$ cat src/rtl/system_nios2_qsys_oci_dct_packer.sv
// Packs 2-bit DCT trace atoms into 30-bit frames of up to 15 atoms.
// Frames are handed off through a single holding register over valid/ready.
module system_nios2_qsys_oci_dct_packer #(
    parameter int unsigned ATOM_W = 2,
    parameter int unsigned ATOMS  = 15,
    parameter int unsigned CNT_W  = 4
) (
    input  logic                      clk,
    input  logic                      reset_n,
    input  logic                      trace_en,
    input  logic                      atom_valid,
    input  logic [ATOM_W-1:0]         atom,
    output logic                      atom_ready,
    input  logic                      flush,
    output logic [ATOM_W*ATOMS-1:0]   dct_buffer,
    output logic [CNT_W-1:0]          dct_count,
    output logic                      frame_valid,
    output logic [ATOM_W*ATOMS-1:0]   frame_data,
    output logic [CNT_W-1:0]          frame_count,
    input  logic                      frame_ready,
    output logic [15:0]               frames_sent
);

    localparam int unsigned BUF_W = ATOM_W * ATOMS;

    logic [BUF_W-1:0] r_acc;
    logic [CNT_W-1:0] r_cnt;
    logic             r_flush_pending;
    logic             r_frame_valid;
    logic [BUF_W-1:0] r_frame_data;
    logic [CNT_W-1:0] r_frame_count;
    logic [15:0]      r_frames_sent;

    logic             w_out_free;
    logic             w_cnt_full;
    logic             w_transfer;
    logic             w_accept;
    logic [BUF_W-1:0] w_acc_nxt;
    logic [CNT_W-1:0] w_cnt_nxt;
    logic             w_pend_nxt;

    assign w_out_free = !r_frame_valid || frame_ready;
    assign w_cnt_full = (r_cnt == CNT_W'(ATOMS));
    assign w_transfer = w_out_free && (r_cnt != '0) && (w_cnt_full || r_flush_pending);
    assign atom_ready = trace_en && (!w_cnt_full || w_transfer);
    assign w_accept   = atom_valid && atom_ready;

    // An atom arriving with a transfer lands in the freshly emptied accumulator.
    always_comb begin
        w_acc_nxt = r_acc;
        w_cnt_nxt = r_cnt;
        if (w_transfer) begin
            w_acc_nxt = '0;
            w_cnt_nxt = '0;
        end
        if (w_accept) begin
            w_acc_nxt = {w_acc_nxt[BUF_W-ATOM_W-1:0], atom};
            w_cnt_nxt = w_cnt_nxt + CNT_W'(1);
        end
        w_pend_nxt = (flush || (r_flush_pending && !w_transfer)) && (w_cnt_nxt != '0);
    end

    always_ff @(posedge clk or negedge reset_n) begin
        if (!reset_n) begin
            r_acc           <= '0;
            r_cnt           <= '0;
            r_flush_pending <= 1'b0;
        end else begin
            r_acc           <= w_acc_nxt;
            r_cnt           <= w_cnt_nxt;
            r_flush_pending <= w_pend_nxt;
        end
    end

    // Output holding register; contents stay put until consumed.
    always_ff @(posedge clk or negedge reset_n) begin
        if (!reset_n) begin
            r_frame_valid <= 1'b0;
            r_frame_data  <= '0;
            r_frame_count <= '0;
            r_frames_sent <= '0;
        end else if (w_transfer) begin
            r_frame_valid <= 1'b1;
            r_frame_data  <= r_acc;
            r_frame_count <= r_cnt;
            r_frames_sent <= r_frames_sent + 16'd1;
        end else if (r_frame_valid && frame_ready) begin
            r_frame_valid <= 1'b0;
        end
    end

    assign dct_buffer  = r_acc;
    assign dct_count   = r_cnt;
    assign frame_valid = r_frame_valid;
    assign frame_data  = r_frame_data;
    assign frame_count = r_frame_count;
    assign frames_sent = r_frames_sent;

endmodule
$ cat config.mk
export PLATFORM = sky130hd
export DESIGN_NAME = system_nios2_qsys_oci_dct_packer
export DESIGN_NICKNAME = d
export VERILOG_FILES = /design/src/rtl/system_nios2_qsys_oci_dct_packer.sv
export SDC_FILE = /design/constraint.sdc
export NUM_CORES = 1
export LEC_CHECK = 0
export BUFFER_PORTS_ARGS = -buffer_cell sky130_fd_sc_hd__buf_2
export CORE_UTILIZATION = 40
export DETAILED_ROUTE_END_ITERATION = 16
export GPL_TIMING_DRIVEN = 0
export HOLD_SLACK_MARGIN = 0.02
export PLACE_DENSITY = 0.65
export SKIP_LAST_GASP = 1
export SYNTH_ARGS = -nofsm -noshare
export SYNTH_HDL_FRONTEND = slang
export SYNTH_SLANG_ARGS = --single-unit
$ cat constraint.sdc
create_clock -name clk -period 2.2 [get_ports clk]
set_input_delay 0.66 -clock clk [delete_from_list [all_inputs] [get_ports clk]]
set_output_delay 0.66 -clock clk [all_outputs]
set_load 0.02 [all_outputs]
-- Word level (Yosys, flattened, before mapping)
Index checks and enable logic that the tools add are counted.
- flip-flop bits (word level): 86
- bits of input ports: 8
- output and inout port bits: 86
- word-level logic and storage cells: 35
- add/sub/neg operators: 2
- eq/ne operators: 1
- muxes and demuxes: 6
- reductions and logical operators: 18
- operator list (kind ; count):
    2-to-1 mux 30 bit ; 2
    adder 16 x 1 -> 16 bit (second input constant) ; 1
    2-to-1 mux 4 bit ; 2
    nonzero test 4 bit ; 2
    logical AND 1 bit ; 7
    adder 4 x 1 -> 4 bit (second input constant) ; 1
    equality test 4 bit (second input constant) ; 1
    logical OR 1 bit ; 4
    nonzero test 2 bit ; 2
    logical NOT 1 bit ; 3
    2-to-1 mux 1 bit ; 2

-- Depth between registers and ports, before layout
- depth in word-level cells: 10
- depth in mapped cells: 9
- gate-level depth less buffers: 8

-- Least setup slack after synthesis
OpenSTA, ideal clock, no wires.
- path kind: input -> register
- start: input frame_ready
- end: register r_flush_pending
- setup time: 0.129 ns
- arrival: 2.029 ns
- required time: 2.071 ns
- setup slack: 0.042 ns
- stages on the path: 8
- buffers on the path: 1
- cells stage by stage: nor2b_1 -> clkbuf_1 -> nor2_1 -> nor2b_1 -> ha_1 -> a21oi_1 -> o21ai_0 -> o41a_1
- longest elaborated chain between the ends: 9
- elaborated cells on any way between the ends: 14
- classes of those cells: add/sub (1); mux (2); reduce/logical (11)
- ends and longest elaborated chain (element ; line ; source):
    start: declaration ; 20 ; input logic frame_ready,
    logical OR 1 bit (*) ; 42 ; assign w_out_free = !r_frame_valid || frame_ready;
    logical AND 1 bit (*) (2 in series) ; 44 ; assign w_transfer = w_out_free && (r_cnt != '0) && (w_cnt_full || r_flush_pending);
    parallel branches: the longest is 3 deep, another holds adder 4 x 1 -> 4 bit ; -- ;
    2-to-1 mux 4 bit (*) ; 56 ; if (w_accept) begin
    named net w_cnt_nxt[1] ; 39 ; logic [CNT_W-1:0] w_cnt_nxt;
    nonzero test 4 bit (*) ; 60 ; w_pend_nxt = (flush || (r_flush_pending && !w_transfer)) && (w_cnt_nxt != '0);
    logical AND 1 bit (*) ; 60 ;
    named net w_pend_nxt ; 40 ; logic w_pend_nxt;
    end signal: assignment ; 71 ; r_flush_pending <= w_pend_nxt;
    end: declaration ; 28 ; logic r_flush_pending;
Mark *: on every way through the listed nets, which the timed path passes.
A chain may end at the register's enable or synchronous reset.

-- Worst setup path in the final report
- start: register r_cnt[2] (netlist: dct_count[2])
- end: register r_flush_pending
- longest elaborated chain between the ends: 9
- elaborated cells on any way between the ends: 17
- classes of those cells: add/sub (1); eq/ne (1); mux (2); reduce/logical (13)
- ends and longest elaborated chain (element ; line ; source):
    start: declaration ; 27 ; logic [CNT_W-1:0] r_cnt;
    start signal: assignment ; 70 ; r_cnt <= w_cnt_nxt;
    parallel branches: the longest is 6 deep, another holds adder 4 x 1 -> 4 bit ; -- ;
    2-to-1 mux 4 bit (*) ; 56 ;
    named net w_cnt_nxt[1] ; 39 ;
    nonzero test 4 bit (*) ; 60 ;
    logical AND 1 bit (*) ; 60 ;
    named net w_pend_nxt ; 40 ;
Marked as above.

==> impl_metrics.yaml <==
run_status:
  status: "finished, final reports clean"
sta:
  fmax_mhz: 467
  relSlewSlack: 0.671
  hold_viol: 0
  skew_ns: 0.0101
  tightest_slew_ns: 0.489
  hold_ws_ns: 0.156
  rsz0062_at_grt: "true"
  final_max_slew_viol_count: 0
  setup_violations: 0
  fin_crit_ns: 2.14
  finalCritPeriodShare: 0.973
floorplanning:
  core_area_um2: 8380
  fp.dieW_um: 95.9
  die_area_um2: 9200
  initial_core_util: 0.421
  die_y_um: 95.9
  fp-row-count: 33
  ioPinCount: 94
synth:
  syn-cell-area_um2: 3530
  syn_inst: 303
  synth_seq_cells: 86
  avgSynthCellArea_um2: 11.6
  syn_nets: 313
  yosysUniqueCellTypes: 35
  synth-seq-area-share: 0.610
  yosysTopAreaCell: "dfrtp_1"
  synth_top_area_frac: 0.610
  yosysWarnings: 0
  synthTopCellsByArea: "dfrtp_1, mux2_2, nand2_1"
setup_path:
  critPathKind: "reg2reg"
  reg2reg_slack_ns: 0.06
  r2r_cells: 7
  path_delay_family: "compound AO/OA/AOI/OAI gates"
  startpoint: "dct_count[2]"
  rr_endpoint: "r_flush_pending"
  critical_path_depth: 7
  endpoint_kind: "register"
  cp_max_fo: 5
  cp.arrival_ns: 2.36
  cp_slowest_stage_delay_ns: 0.46
  startpoint_type: "register"
  cp-endpoint: "r_flush_pending"
  crit_slowest_cell: "o41a_1"
  crit_chain: "a41oi_2 -> nor2_2 -> nor2b_1 -> ha_1 -> a21oi_1 -> o21ai_0 -> o41a_1"
  r2r-start: "dct_count[2]"
  required_ns: 2.42
  cp.buffers_inverters: 0
clock_network:
  cts_buffers: 9
  tritoncts: "yes"
  hold_buffers: 0
  cts.sinks: 86
  clock_path_buffers: 2
  clock_latency_ns: 0.35
  htreeDepth: 3
  path_clk_slew_ns: 0.08
  cts-root-buf: "clkbuf_8"
placed_design:
  hpwl_um: 5260
  place_congestion: 0.853
  io_buffers: 93
  place_area_um2: 4150
  dpl.cell_count: 502
run:
  maxCapViolCount: 0
hold_path:
  min_path_type: "in2async"
grt:
  top_usage_layer: "met2"
  met3_usage: 0.0513
  grtUsageMet2: 0.271
  gr-usage-all-layers: 0.175
  grt_max_degree: 74
  gr-total-overflow: 0
  use_met1: 0.226
  grt_pass1_vias: 2452
  antenna_found_initial: 0
  grt_pass1_wl_um: 12100
drt:
  dr.pass1.iters: 4
  dr.first_iter.drc_count: 104
  drt-total-wl_um: 7560
  drt_drc_violations_left: 0
  wire_per_inst_um: 14.5
  ant_nets: 0
  routed-via-count: 2668
  viasPerCell: 5.11
layout:
  utilization: 0.523
  diodes: 0
  final_cells: 522
  final_area_um2: 4380
  final_net_count: 422
  drive_gt1_frac: 0.398
  areaGrowthSynthToFinish_pct: 24.2
pwr:
  p_leak_nw: 2.31
  ir_worst_vdd_mv: 0.451
  power_density_nw_per_um2: 1080
[per-layer routing]
layer | wire, um | share of wire
met2 | 3500 | 0.46
met3 | 466 | 0.062
met1 | 3430 | 0.45
met4 | 154 | 0.020
met5 | 0 | 0
[cell usage after synthesis]
cell	n
a31oi_1	1
nand4_1	3
xnor2_1	6
ha_1	2
a22o_1	2
nor4_4	1
nor3_1	8
inv_1	5
buf_2	4
a211oi_1	2
o21ai_0	3
a21boi_0	1
nor2b_1	2
clkbuf_1	11
and4_1	3
or4_1	1
o41a_1	1
and3_1	1
a41oi_2	1
nand3_1	4
nand2_1	65
mux2_2	35
o22ai_1	2
or4b_4	1
nor4_2	1
a21o_1	1
dfrtp_1	86
nor4_1	1
a21oi_1	30
nor2_1	5
nand2b_1	2
or3_1	1
buf_6	1
xor2_1	9
o211ai_1	1
[stage by stage]
| step | total power (W) | setup TNS [ns] | worst slack, ns |
|---|---|---|---|
| after floorplan | 0.00317 | 0 | 0.0416 |
| after global placement | 0.00371 | -32.10 | -0.388 |
| after detailed placement | 0.00376 | -14.21 | -0.459 |
| after CTS | 0.00481 | -0.00282 | -0.00282 |
| after global routing | 0.00505 | -0.0587 | -0.0567 |
| final | 0.00475 | 0 | 0.0592 |
[repair_timing]
action / 4_1_cts / 5_1_grt
hold endpoints to repair: 0 / 0
gates resized for setup: 6 / 4
setup endpoints to repair: 30 / 60
buffers inserted: 5 / 0
[how the worst min path moves through the flow]
stage	startpoint	end	slack (ns)	cells past startpoint
global placement	frames_sent[15]	frames_sent[15]	0.45	1
detailed placement	frames_sent[15]	frames_sent[15]	0.46	1
global route	reset_n	frames_sent[15]	0.14	1
finish	reset_n	frame_count[0]	0.16	1
CTS	reset_n	frames_sent[12]	0.14	1
floorplan	reset_n	dct_buffer[0]	0.36	0
[flip-flops by register name, summed over array words and instances (netlist names)]
name / flops
dct_buffer: 30
dct_count: 4
frame_count: 4
frame_data: 30
frame_valid: 1
frames_sent: 16
r_flush_pending: 1
[where the power goes]
group / switching [W] / total, W / internal [W]
clock network: 0.000566 / 0.000982 / 0.000416
logic: 0.000988 / 0.00161 / 0.000622
registers: 0.000272 / 0.00215 / 0.00188
[kinds of logic (layout without fill, tap and decap cells)]
logic type / Yosys count / count (layout) / synth area share
AO/OA/AOI/OAI: 45 / 45 / 0.0756
XOR/XNOR: 15 / 15 / 0.0372
adder cells (fa/ha/maj): 2 / 2 / 0.00709
buffers and inverters: 21 / 135 / 0.0259
flip-flops: 86 / 86 / 0.610
multiplexers: 35 / 35 / 0.112
AND/OR/NAND/NOR: 99 / 99 / 0.132
[placed cells by master (no fill, tap or decap), types with 2 or more instances in the layout]
cell / synthesis / layout
o22ai_1: 2 / 2
xnor2_1: 6 / 6
clkbuf_1: 11 / 9
a22o_1: 2 / 2
and4_1: 3 / 3
nand2b_1: 2 / 2
a211oi_1: 2 / 2
xor2_1: 9 / 9
ha_1: 2 / 2
nand2_1: 65 / 65
mux2_2: 35 / 35
nand3_1: 4 / 4
dfrtp_1: 86 / 83
clkinv_4: 0 / 2
a21oi_1: 30 / 30
nor4_2: 1 / 2
o21ai_0: 3 / 3
dfrtp_2: 0 / 3
clkbuf_8: 0 / 9
inv_1: 5 / 5
nor3_1: 8 / 7
nor2b_1: 2 / 2
buf_2: 4 / 96
nand4_1: 3 / 3
buf_4: 0 / 6
nor2_1: 5 / 4
clkbuf_2: 0 / 2
clkinvlp_4: 0 / 2
[cell type report]
cell class	instances	area, um2
Tap cell	105	131
Sequential cell	86	2160
Fill cell	777	4000
Buffer	15	71.3
Clock buffer	10	128
Multi-Input combinational cell	196	1300
Inverter	5	18.8
Clock inverter	6	46.3
Timing Repair Buffer	99	533
No activity file was read; power rests on OpenSTA's default activity.
